[src/rtl/axis_submodule_arbiter_if.sv]
// Bundle of the per-source request lanes and the shared AXI-Stream egress.
// The master modport is the arbiter's view; slave is the sources-plus-sink side.
interface axis_submodule_arbiter_if #(
  parameter int NUM_SRC    = 5,
  parameter int DATA_WIDTH = 128,
  parameter int LEN_WIDTH  = 6
);
  logic [NUM_SRC-1:0]            src_valid;
  logic [NUM_SRC-1:0]            src_last;
  logic [NUM_SRC-1:0]            src_ready;
  logic [NUM_SRC*DATA_WIDTH-1:0] src_data;
  logic [NUM_SRC*LEN_WIDTH-1:0]  src_len;
  logic [DATA_WIDTH-1:0]         m_axis_tdata;
  logic                          m_axis_tvalid;
  logic                          m_axis_tlast;
  logic                          m_axis_tready;

  modport master (
    input  src_valid, src_last, src_data, src_len, m_axis_tready,
    output src_ready, m_axis_tdata, m_axis_tvalid, m_axis_tlast
  );

  modport slave (
    output src_valid, src_last, src_data, src_len, m_axis_tready,
    input  src_ready, m_axis_tdata, m_axis_tvalid, m_axis_tlast
  );
endinterface

[src/rtl/axis_submodule_arbiter.sv]
// Round-robin, packet-atomic arbiter of NUM_SRC stream submodules onto one AXI-Stream egress.
// Define ARB_HEADER_EN to prefix every packet with a {grant_id, len} header beat.
module axis_submodule_arbiter #(
  parameter int NUM_SRC    = 5,
  parameter int DATA_WIDTH = 128,
  parameter int LEN_WIDTH  = 6
) (
  input  logic                       clk,
  input  logic                       resetn,
  axis_submodule_arbiter_if.master   bus,
  output logic [$clog2(NUM_SRC)-1:0] grant_id,
  output logic                       busy,
  output logic                       len_err
);
  localparam int GW = $clog2(NUM_SRC);
  localparam int CW = LEN_WIDTH + 1;

  typedef enum logic [1:0] {IDLE, HDR, BURST} state_e;

`ifdef ARB_HEADER_EN
  localparam state_e START = HDR;
`else
  localparam state_e START = BURST;
`endif

  state_e               state_q, state_d;
  logic [GW-1:0]        grant_q, grant_d;
  logic [GW-1:0]        rr_q, rr_d;
  logic [LEN_WIDTH-1:0] len_q, len_d;
  logic [CW-1:0]        cnt_q, cnt_d;
  logic                 err_q, err_d;

  logic [NUM_SRC-1:0][DATA_WIDTH-1:0] data_a;
  logic [NUM_SRC-1:0][LEN_WIDTH-1:0]  len_a;
  logic [GW-1:0]                      pick;
  int                                 pick_idx;

  assign data_a = bus.src_data;
  assign len_a  = bus.src_len;

  // Scan downward so the requester closest to rr_q (in wrap order) wins.
  always_comb begin
    pick     = rr_q;
    pick_idx = 0;
    for (int k = NUM_SRC - 1; k >= 0; k--) begin
      pick_idx = int'(rr_q) + k;
      if (pick_idx >= NUM_SRC) pick_idx = pick_idx - NUM_SRC;
      if (bus.src_valid[pick_idx]) pick = GW'(pick_idx);
    end
  end

  always_comb begin
    state_d           = state_q;
    grant_d           = grant_q;
    rr_d              = rr_q;
    len_d             = len_q;
    cnt_d             = cnt_q;
    err_d             = err_q;
    bus.src_ready     = '0;
    bus.m_axis_tvalid = 1'b0;
    bus.m_axis_tlast  = 1'b0;
    bus.m_axis_tdata  = '0;
    unique case (state_q)
      IDLE: begin
        if (|bus.src_valid) begin
          grant_d = pick;
          len_d   = len_a[pick];
          state_d = START;
        end
      end
`ifdef ARB_HEADER_EN
      HDR: begin
        bus.m_axis_tvalid = 1'b1;
        bus.m_axis_tdata  = DATA_WIDTH'({grant_q, len_q});
        if (bus.m_axis_tready) state_d = BURST;
      end
`endif
      BURST: begin
        bus.m_axis_tvalid       = bus.src_valid[grant_q];
        bus.m_axis_tdata        = data_a[grant_q];
        bus.m_axis_tlast        = bus.src_last[grant_q];
        bus.src_ready[grant_q]  = bus.m_axis_tready;
        if (bus.src_valid[grant_q] && bus.m_axis_tready) begin
          if (cnt_q != '1) cnt_d = cnt_q + CW'(1);
          if (bus.src_last[grant_q]) begin
            // cnt_q + 1 is the beat count including this last beat
            if (len_q != '0 && (cnt_q + CW'(1)) != {1'b0, len_q}) err_d = 1'b1;
            state_d = IDLE;
            cnt_d   = '0;
            rr_d    = (grant_q == GW'(NUM_SRC - 1)) ? '0 : grant_q + 1'b1;
          end else if (cnt_q >= CW'((1 << LEN_WIDTH) - 1)) begin
            err_d = 1'b1;
          end
        end
      end
      default: state_d = IDLE;
    endcase
  end

  always_ff @(posedge clk or negedge resetn) begin
    if (!resetn) begin
      state_q <= IDLE;
      grant_q <= '0;
      rr_q    <= '0;
      len_q   <= '0;
      cnt_q   <= '0;
      err_q   <= 1'b0;
    end else begin
      state_q <= state_d;
      grant_q <= grant_d;
      rr_q    <= rr_d;
      len_q   <= len_d;
      cnt_q   <= cnt_d;
      err_q   <= err_d;
    end
  end

  assign grant_id = grant_q;
  assign busy     = (state_q != IDLE);
  assign len_err  = err_q;
endmodule
[src/flat_wrapper.sv]
// flat-port wrapper written by rule: the top's interface ports become plain ports
module axis_submodule_arbiter_flat 
#(
  parameter int NUM_SRC    = 5,
  parameter int DATA_WIDTH = 128,
  parameter int LEN_WIDTH  = 6
)
  (clk, resetn, grant_id, busy, len_err, bus_src_valid, bus_src_last, bus_src_data, bus_src_len, bus_m_axis_tready, bus_src_ready, bus_m_axis_tdata, bus_m_axis_tvalid, bus_m_axis_tlast);
  axis_submodule_arbiter_if #(.NUM_SRC(NUM_SRC), .DATA_WIDTH(DATA_WIDTH), .LEN_WIDTH(LEN_WIDTH)) bus_i ();
  input  logic clk;
  input  logic resetn;
  output logic [$clog2(NUM_SRC)-1:0] grant_id;
  output logic busy;
  output logic len_err;
  input wire logic [$bits(bus_i.src_valid)-1:0] bus_src_valid;
  input wire logic [$bits(bus_i.src_last)-1:0] bus_src_last;
  input wire logic [$bits(bus_i.src_data)-1:0] bus_src_data;
  input wire logic [$bits(bus_i.src_len)-1:0] bus_src_len;
  input wire logic [$bits(bus_i.m_axis_tready)-1:0] bus_m_axis_tready;
  output wire logic [$bits(bus_i.src_ready)-1:0] bus_src_ready;
  output wire logic [$bits(bus_i.m_axis_tdata)-1:0] bus_m_axis_tdata;
  output wire logic [$bits(bus_i.m_axis_tvalid)-1:0] bus_m_axis_tvalid;
  output wire logic [$bits(bus_i.m_axis_tlast)-1:0] bus_m_axis_tlast;
  assign bus_i.src_valid = bus_src_valid;
  assign bus_i.src_last = bus_src_last;
  assign bus_i.src_data = bus_src_data;
  assign bus_i.src_len = bus_src_len;
  assign bus_i.m_axis_tready = bus_m_axis_tready;
  assign bus_src_ready = bus_i.src_ready;
  assign bus_m_axis_tdata = bus_i.m_axis_tdata;
  assign bus_m_axis_tvalid = bus_i.m_axis_tvalid;
  assign bus_m_axis_tlast = bus_i.m_axis_tlast;
  axis_submodule_arbiter #(.NUM_SRC(NUM_SRC), .DATA_WIDTH(DATA_WIDTH), .LEN_WIDTH(LEN_WIDTH)) u_core (.clk(clk), .resetn(resetn), .bus(bus_i), .grant_id(grant_id), .busy(busy), .len_err(len_err));
endmodule
[config.mk]
export PLATFORM = sky130hd
export DESIGN_NAME = axis_submodule_arbiter_flat
export DESIGN_NICKNAME = d
export VERILOG_FILES = /design/src/rtl/axis_submodule_arbiter_if.sv /design/src/rtl/axis_submodule_arbiter.sv /design/src/flat_wrapper.sv
export SDC_FILE = /design/constraint.sdc
export NUM_CORES = 1
export LEC_CHECK = 0
export CORE_AREA = 2 2 325 327
export CTS_CLUSTER_SIZE = 30
export DETAILED_ROUTE_END_ITERATION = 8
export DIE_AREA = 0 0 327 329
export PLACE_DENSITY = 0.34
export SLEW_MARGIN = 0
export SYNTH_ARGS = -nofsm -noshare
export SYNTH_HDL_FRONTEND = slang
export SYNTH_SLANG_ARGS = --single-unit
[constraint.sdc]
create_clock -name clk -period 5.1 [get_ports clk]
set_clock_uncertainty 0.2 [all_clocks]
set_input_delay 1.02 -clock clk [delete_from_list [all_inputs] [get_ports clk]]
set_output_delay 1.02 -clock clk [all_outputs]
set_load 0.02 [all_outputs]
==> results.md, run 1 <==
Critical path:
- The worst setup path is captured at a primary output.
- The signal on the critical path passes through inv_1 -> nor2_4 -> buf_12 -> a21oi_1 -> o21ai_0 -> and2_1 -> clkdlybuf4s50_1.
- Data arrives at the worst endpoint at 3.42 ns.
- The slowest stage of the critical path belongs to the cell sky130_fd_sc_hd__o21ai_0.
- By startpoint and endpoint, the worst setup path is classified as reg -> out.
- Of all nets on the critical path, the largest fanout is 67.
- Data on the critical path is required at its endpoint by 3.88 ns.
- The worst setup path is launched from a flip-flop.
- For this run, the slowest stage of the critical path takes 0.67 ns.

Finish:
- The area of all placed cells without fillers is 18420 um2.
- The leading cell type in the layout, fill and taps excluded is sky130_fd_sc_hd__clkdlybuf4s50_1.
- In the layout the commonest cells are sky130_fd_sc_hd__clkdlybuf4s50_1 (822), sky130_fd_sc_hd__mux2i_1 (148), sky130_fd_sc_hd__a21oi_1 (148).
- Of the cells placed in the final design, the portion with a size suffix greater than 1 is 0.04850.
- The number of nets in the finished design is 2699.
- The area growth from synthesis to layout is 123.9%.

Global route:
- The number of antenna violations at the first check in global routing is 45.
- The global-route wire length before repair is 119400 um.
- The sum of overflow across all layers after global routing is 0.
- The number of global-route vias before repair is 13660.
- The maximum number of pins on one net before global-route repair is 90.
- The global router's overall resource usage is 0.1585.

STA:
- For the finished layout, the period the worst path requires is 4.643 ns.
- The number of max-slew violations in the final report is 0.
- The slew at the pin closest to its max-slew limit is 1.104 ns.
- The fmax is 0.2154 GHz.
- On the final layout, the worst hold slack is 0.2811 ns.
- The setup TNS after final layout is 0 ns.
- The portion of the clock cycle consumed by the worst path in the final layout is 0.9104.
- Setup repair after global routing left no endpoint under its margin.
- Setup violations remaining at the end of the flow were counted as 0.
- The relative slew slack is 0.2614.
- The hold violation total from the final report is 0.

Logic synthesis:
- Of the synthesized area, sequential elements account for 0.06388.
- The number of nets in the synthesized netlist is 1943.
- Of all flip-flops after synthesis, the portion carrying an async set or reset was 1.000.
- The synthesized design contains 21 register bits.
- During synthesis, Yosys emitted a total of 0 warnings.
- Synthesis produced 1245 cells.
- The most used flip-flop cell after synthesis is sky130_fd_sc_hd__dfrtp_1.
- The number of enable-type register cells in the synthesized netlist is 0.
- The synthesized area is 8227 um2.
- The average instance in the mapped netlist occupies 6.608 um2.
- The number of different library cells in the post-synthesis netlist is 72.

Floorplan:
- The number of standard-cell rows in the floorplan is 119.
- The height of the die is 329 um.
- The die area is 107600 um2.
- During I/O placement, the number of pins put on the boundary was 823.
- The core region area is 104400 um2.
- The initial utilization of the core area, before any placement, comes to 0.07882.
- In this run the horizontal extent of the chip is 327 um.

Placement:
- In this run the tool buffered the top-level ports with 822 buffer cells.
- The post-placement cell area is 18320 um2.
- At the end of routability-driven placement, the weighted congestion stood at 0.8707.
- Detailed placement finished with a half-perimeter wire length of 76820 um.

Power:
- The leakage power is 6.233 nW.
- The worst vdd rail ir drop is 0.2298 mV.
- Power spread over the standard cell area amounts to 620.7 nW/um2.
- Overall power consumption after layout is estimated at 11.43 mW.

Clocking:
- Clock-pin slew was measured on the worst setup and hold paths at 0.06 ns.
- The clock net in this run drives a total of 21 sinks.
- Once the clock tree was built, the resizer swapped 0 gates to a different size.
- In this run the number of H-tree levels came out at 1.
- The number of setup buffers added after CTS is 0.
- Clock tree synthesis selected as its root buffer the cell sky130_fd_sc_hd__clkbuf_16.
- The count of hold-fix buffers inserted at cts is 0.
- The CTS tree is built.
- The latest clock arrival within the worst-skew pair is 0.25 ns.
- TritonCTS created 3 clock buffers.
- The number of buffers on the longest clock path is 2.

Detailed routing:
- The post-detailed-route wirelength per cell is 26.93 um.
- Summed over all layers, the routed wires come to 91480 um.
- Dividing the detail-routed via count by the number of cells gives 3.974.
- The detailed-router iteration count before antenna repair is 5.
- The first-iteration detailed-routing DRC count is 889.
- The antenna violation net count after detailed routing is 0.
- The number of remaining DRC errors is 0.
- Summing over every cut layer, the via total after detailed routing is 13500.

Run:
- Max-cap violations in this run came to 0.

Hold path:
- The path class of the tightest hold or removal check is reg -> reg.

Run status:
- The flow ran to the end, and the final reports show no timing, DRC or antenna violations.
-- routing by layer --
layer,vias up,track usage,share of wire
li1,6162,-,-
met2,769,0.2764,0.48
met5,-,0,0.00051
met3,86,0.04426,0.086
met4,8,0.01247,0.012
met1,6476,0.2010,0.42
-- report_power, final --
group / switching (mW) / internal (mW)
clock: 0.0631 / 0.107
sequential: 0.171 / 0.239
combinational: 6.16 / 4.69
-- area by class of cell --
cell class	instances	area [um2]
fillers	11850	85960
repair buffers	881	8821
multi-input cells	1080	7167
well taps	1391	1740
flip-flops and latches	21	540.5
clock buffers	4	78.83
inverters	14	55.05
diodes	6	15.01
-- flip-flops by register name (all words and copies together), names as in the netlist --
signal,count
u_core.rr_q,3
u_core.state_q,1
u_core.len_err,1
u_core.cnt_q,7
u_core.len_q,6
u_core.grant_id,3
-- path summary, 6_finish.rpt --
path / from / to / slack (ns) / cells past startpoint
min in group asynchronous: resetn / u_core.len_q[1]$_DFFE_PN0P_ / 1.16 / 1
setup reg to reg: u_core.rr_q[1]$_DFFE_PN0P_ / u_core.len_q[3]$_DFFE_PN0P_ / 0.91 / 12
hold reg to reg: u_core.len_err$_DFFE_PN0P_ / u_core.len_err$_DFFE_PN0P_ / 0.28 / 1
hold / removal: u_core.len_err$_DFFE_PN0P_ / u_core.len_err$_DFFE_PN0P_ / 0.28 / 1
setup / recovery: u_core.grant_id[1]$_DFFE_PN0P_ / bus_m_axis_tdata[44] / 0.46 / 7
max in group asynchronous: resetn / u_core.grant_id[2]$_DFFE_PN0P_ / 2.74 / 1
-- critical path: cells and delay by family (launching register included) --
family                 cells  cell delay [ns]
buffers and inverters      3             1.16
DFF                        1             0.57
and+or+nand+nor            2             0.45
AOI/OAI and AO/OA          2             0.80
-- per-stage QoR --
| stage | std cells | setup WS, ns | util |
|---|---|---|---|
| floorplan | 1245 | 1.387 | - |
| global route | 3391 | 0.3153 | 0.1763 |
| finish | 3397 | 0.4568 | 0.1765 |
| detailed placement | 3387 | 0.5626 | 0.1756 |
| global placement | 3387 | 0.6047 | 0.1756 |
| CTS | 3391 | 0.5469 | 0.1763 |
-- cell usage after synthesis, types with 3 or more instances --
cell | number | area, um2
sky130_fd_sc_hd__o211ai_1 | 10 | 75.07
sky130_fd_sc_hd__nand2b_1 | 15 | 93.84
sky130_fd_sc_hd__nor3_1 | 7 | 35.03
sky130_fd_sc_hd__or4_1 | 3 | 22.52
sky130_fd_sc_hd__mux4_2 | 3 | 67.56
sky130_fd_sc_hd__a31oi_1 | 3 | 18.77
sky130_fd_sc_hd__a31o_2 | 4 | 35.03
sky130_fd_sc_hd__nand3_1 | 7 | 35.03
sky130_fd_sc_hd__o21ai_0 | 63 | 315.3
sky130_fd_sc_hd__ha_1 | 14 | 175.2
sky130_fd_sc_hd__clkbuf_1 | 95 | 356.6
sky130_fd_sc_hd__a21boi_0 | 4 | 30.03
sky130_fd_sc_hd__a21oi_1 | 148 | 740.7
sky130_fd_sc_hd__nor2_1 | 150 | 563.0
sky130_fd_sc_hd__or2_2 | 3 | 18.77
sky130_fd_sc_hd__buf_2 | 9 | 45.04
sky130_fd_sc_hd__dfrtp_1 | 21 | 525.5
sky130_fd_sc_hd__o21ai_1 | 4 | 20.02
sky130_fd_sc_hd__nor2b_1 | 6 | 37.54
sky130_fd_sc_hd__xor2_1 | 4 | 35.03
sky130_fd_sc_hd__nand4_1 | 4 | 25.02
sky130_fd_sc_hd__a41oi_1 | 6 | 52.55
sky130_fd_sc_hd__a21o_1 | 4 | 30.03
sky130_fd_sc_hd__nor4_1 | 6 | 37.54
sky130_fd_sc_hd__and2_1 | 139 | 869.6
sky130_fd_sc_hd__o22ai_1 | 95 | 594.3
sky130_fd_sc_hd__nand2_1 | 39 | 146.4
sky130_fd_sc_hd__mux2i_1 | 148 | 1481
sky130_fd_sc_hd__buf_1 | 23 | 86.33
sky130_fd_sc_hd__inv_1 | 13 | 48.80
sky130_fd_sc_hd__and3_1 | 6 | 37.54
sky130_fd_sc_hd__o31ai_1 | 5 | 37.54
sky130_fd_sc_hd__a22oi_1 | 130 | 975.9
sky130_fd_sc_hd__xnor2_1 | 7 | 61.31
-- logic make-up (layout without fill, tap and decap cells) --
group | count (synthesis) | count (layout) | share of synthesized area
adders and majority gates | 15 | 15 | 0.02373
DFF | 21 | 21 | 0.06388
other | 0 | 6 | 0
buffers and inverters | 144 | 899 | 0.06890
AOI/OAI and AO/OA | 508 | 508 | 0.3983
and+or+nand+nor | 393 | 393 | 0.2421
muxes | 153 | 153 | 0.1913
xor gates and xnor gates | 11 | 11 | 0.01171
Note: power is estimated with default switching activity, not from simulation.
==> inputs of run 2 (changes only) <==
--- a/config.mk
+++ b/config.mk
@@ -6,11 +6,12 @@
 export NUM_CORES = 1
 export LEC_CHECK = 0
 export CORE_AREA = 2 2 325 327
+export CTS_BUF_LIST = sky130_fd_sc_hd__clkbuf_2 sky130_fd_sc_hd__clkbuf_4 sky130_fd_sc_hd__clkbuf_8
 export CTS_CLUSTER_SIZE = 30
 export DETAILED_ROUTE_END_ITERATION = 8
 export DIE_AREA = 0 0 327 329
 export PLACE_DENSITY = 0.34
-export SLEW_MARGIN = 0
+export SLEW_MARGIN = 20
 export SYNTH_ARGS = -nofsm -noshare
 export SYNTH_HDL_FRONTEND = slang
 export SYNTH_SLANG_ARGS = --single-unit
==> results.md, run 2 (same netlist as run 1, synthesis figures left out) <==
Critical path:
- The worst setup path startpoint is u_core.grant_id[1]$_DFFE_PN0P_.
- The endpoint type of the worst setup path is a primary output.
- The maximum cell stage delay along the critical path is 0.72 ns.
- For flop-to-flop paths, the worst setup slack is 0.91 ns.
- The worst endpoint required time is 3.88 ns.
- The startpoint identified for the worst register-to-register timing path is u_core.rr_q[1]$_DFFE_PN0P_.
- The setup path with the least slack is of type reg -> out.
- The endpoint identified for the worst register-to-register timing path is u_core.len_q[3]$_DFFE_PN0P_.
- The number of gates on the worst path with buffers counted is 7.
- The signal on the critical path passes through inv_1 -> nor2_4 -> buf_12 -> a21oi_1 -> o21ai_0 -> and2_1 -> clkdlybuf4s50_1.
- The worst setup path endpoint is bus_m_axis_tdata[44].
- The number of buffer and inverter instances along the worst setup path is 3.
- The maximum fanout along the worst path is 67.
- The master of the slowest instance on the critical path is sky130_fd_sc_hd__o21ai_0.
- The startpoint type of the worst setup path is a flip-flop.
- The kind of cell with the highest combined delay along the critical path is buffers and inverters.
- Counting cells, the worst reg-to-reg path comes to 12.
- The arrival time at the worst endpoint is 3.49 ns.

Floorplan:
- The die covers 107600 um2.
- The floorplan step set the die height to 329 um.
- For this configuration, the core starts out at a cell density of 0.07882.
- The top-level port count is 823.
- The number of standard-cell rows in the floorplan is 119.
- The core region area is 104400 um2.
- The width of the die is 327 um.

Global route:
- The number of global-route vias before repair is 13660.
- The global router's overall resource usage is 0.1584.
- The number of antenna violations at the first check in global routing is 45.
- The maximum number of pins on one net before global-route repair is 90.
- The first global-routing pass estimated 119400 um of wire.
- After global routing the overflow that remains totals 0.

Power:
- The net switching power is 6.388 mW.
- Across the VDD grid, the largest voltage drop is 0.2279 mV.
- Of the total power, the share spent switching nets is 0.5616.
- Summed over all cells, the static leakage comes to 6.221 nW.
- The share of power burned in registers is 0.036.
- The design internal power is 4.986 mW.
- The power per standard cell area is 618.8 nW/um2.
- The power share of the clock group is 0.010.
- The share of total power dissipated in combinational logic is 0.954.

Finish:
- The layout cell share with drive strength beyond 1 is 0.04950.
- Counting flops per register, the top entry is u_core.cnt_q.
- In the final design database the tool counted 2699 nets.
- The top cell types in the final layout, fill and taps aside, are sky130_fd_sc_hd__clkdlybuf4s50_1 (821), sky130_fd_sc_hd__mux2i_1 (148), sky130_fd_sc_hd__a21oi_1 (148).
- The largest registers in the layout are u_core.cnt_q x7, u_core.len_q x6.
- The register with the most flip-flops in the layout has 7 of them.
- From synthesis to final layout, the design area changed by 123.5%.
- Leaving out fill and tap cells, the most frequent cell in the layout is sky130_fd_sc_hd__clkdlybuf4s50_1.
- The number of fill cells in the layout is 11850.
- At the end of the flow the core is filled with cells to 0.1761.

Placement:
- At the end of routability-driven placement, the weighted congestion stood at 0.8707.
- After legalization and detailed placement, the total HPWL measured 76820 um.
- The count of port buffers added during placement is 822.
- Prior to clock tree synthesis, the placed netlist has a worst setup slack of 0.5626 ns.

Clocking:
- At the later pin of the worst-skew pair, clock insertion delay measures 0.26 ns.
- The number of buffers on the longest clock path is 2.
- After clock tree synthesis, the clock-pin slew on the worst setup and hold paths is 0.08 ns.
- The count of instances resized after the clock tree is built is 0.
- The CTS tree is built.
- CTS built an H-tree with a depth of 1.
- CTS saw 21 sinks.
- The cell at the root of the clock tree is sky130_fd_sc_hd__clkbuf_8.
- The total clock buffers created by CTS is 3.
- The count of hold-fix buffers inserted at cts is 0.
- Once the clock tree was built, the setup fixing pass inserted 0 buffers.

STA:
- The setup TNS after final layout is 0 ns.
- The final critical path time including I/O delays and setup is 4.708 ns.
- The number of max-slew violations in the final report is 0.
- Setup repair after global routing left no endpoint under its margin.
- The hold violation total from the final report is 0.
- The worst setup margin is 0.3924 ns.
- The slew at the pin closest to its max-slew limit is 0.9210 ns.
- The relative slew slack is 0.3860.
- Dividing the final minimum period by the clock period gives 0.9231.
- The fmax is 0.2124 GHz.
- The count of endpoints failing setup in the final report is 0.

Hold path:
- The instance count along the most critical hold path is 1.
- The classification of the worst-slack hold path is reg -> reg.

Detailed routing:
- The detailed-route wire length is 91360 um.
- Summing over every cut layer, the via total after detailed routing is 13470.
- The first-iteration detailed-routing DRC count is 895.
- In this run the remaining antenna-violating nets after routing total 0.
- The post-detailed-route wirelength per cell is 26.89 um.
- Using the TritonRoute via totals, the vias-per-cell ratio works out to 3.965.
- For this run, design rule violations remaining after detail routing come to 0.
- The pre-antenna-repair detailed-routing pass consisted of 5 iterations.

Run status:
- The flow ran to the end, and the final reports show no timing, DRC or antenna violations.

Run:
- Across the run, the number of max-cap violations was 0.
[run 2: cell types whose count changed in the layout (fill, tap and decap cells not counted)]
cell,delta
sky130_fd_sc_hd__clkdlybuf4s50_1,-1
sky130_fd_sc_hd__buf_2,+1
sky130_fd_sc_hd__clkbuf_8,+3
sky130_fd_sc_hd__clkbuf_4,+1
sky130_fd_sc_hd__clkbuf_16,-3
sky130_fd_sc_hd__clkbuf_1,-1
[run 2: per-stage QoR]
stage | hold slack (ns) | instances | total power, mW | instance area (um2)
finish | 0.2862 | 3397 | 11.37 | 18380
global route | 0.3115 | 3391 | 12.15 | 18370
CTS | 0.3010 | 3391 | 11.51 | 18370
detailed placement | 0.2819 | 3387 | 11.34 | 18320
global placement | 0.2695 | 3387 | 11.37 | 18320
floorplan | 0.2914 | 1245 | 6.426 | 8227
[run 2: cell type report]
class,count,area [um2],share of cell area
diodes,6,15.01,0.0008168
clock buffers,4,48.80,0.002655
inverters,14,55.05,0.002995
multi-input cells,1080,7167,0.3899
flip-flops and latches,21,540.5,0.02940
well taps,1391,1740,0.09468
repair buffers,881,8816,0.4796
[run 2: layer usage]
layer / wire [um] / up-vias / part of all wire / global-route usage
met1: 38510 / 6437 / 0.42 / 0.2010
met4: 1078 / 8 / 0.012 / 0.01217
met2: 43760 / 774 / 0.48 / 0.2764
met5: 47 / - / 0.00051 / 0
met3: 7962 / 90 / 0.087 / 0.04426
li1: - / 6160 / - / -
[run 2: power by group through the flow]
stage               logic (mW)  clock network [mW]  registers [mW]
global route              11.6               0.130           0.431
floorplan                 6.11                   0           0.313
CTS                       11.0               0.124           0.424
detailed placement        10.9                   0           0.427
global placement          10.9                   0           0.432
finish                    10.8               0.118           0.410
[run 2: worst min-delay path by stage]
stage          slack [ns]                        start                           to
6_report             0.29   u_core.len_err$_DFFE_PN0P_   u_core.len_err$_DFFE_PN0P_
3_5_place_dp         0.28   u_core.len_err$_DFFE_PN0P_   u_core.len_err$_DFFE_PN0P_
3_3_place_gp         0.27   u_core.len_err$_DFFE_PN0P_   u_core.len_err$_DFFE_PN0P_
5_1_grt              0.31   u_core.len_err$_DFFE_PN0P_   u_core.len_err$_DFFE_PN0P_
2_1_floorplan        0.29  u_core.cnt_q[1]$_DFFE_PN0P_  u_core.cnt_q[1]$_DFFE_PN0P_
4_1_cts              0.30   u_core.len_err$_DFFE_PN0P_   u_core.len_err$_DFFE_PN0P_
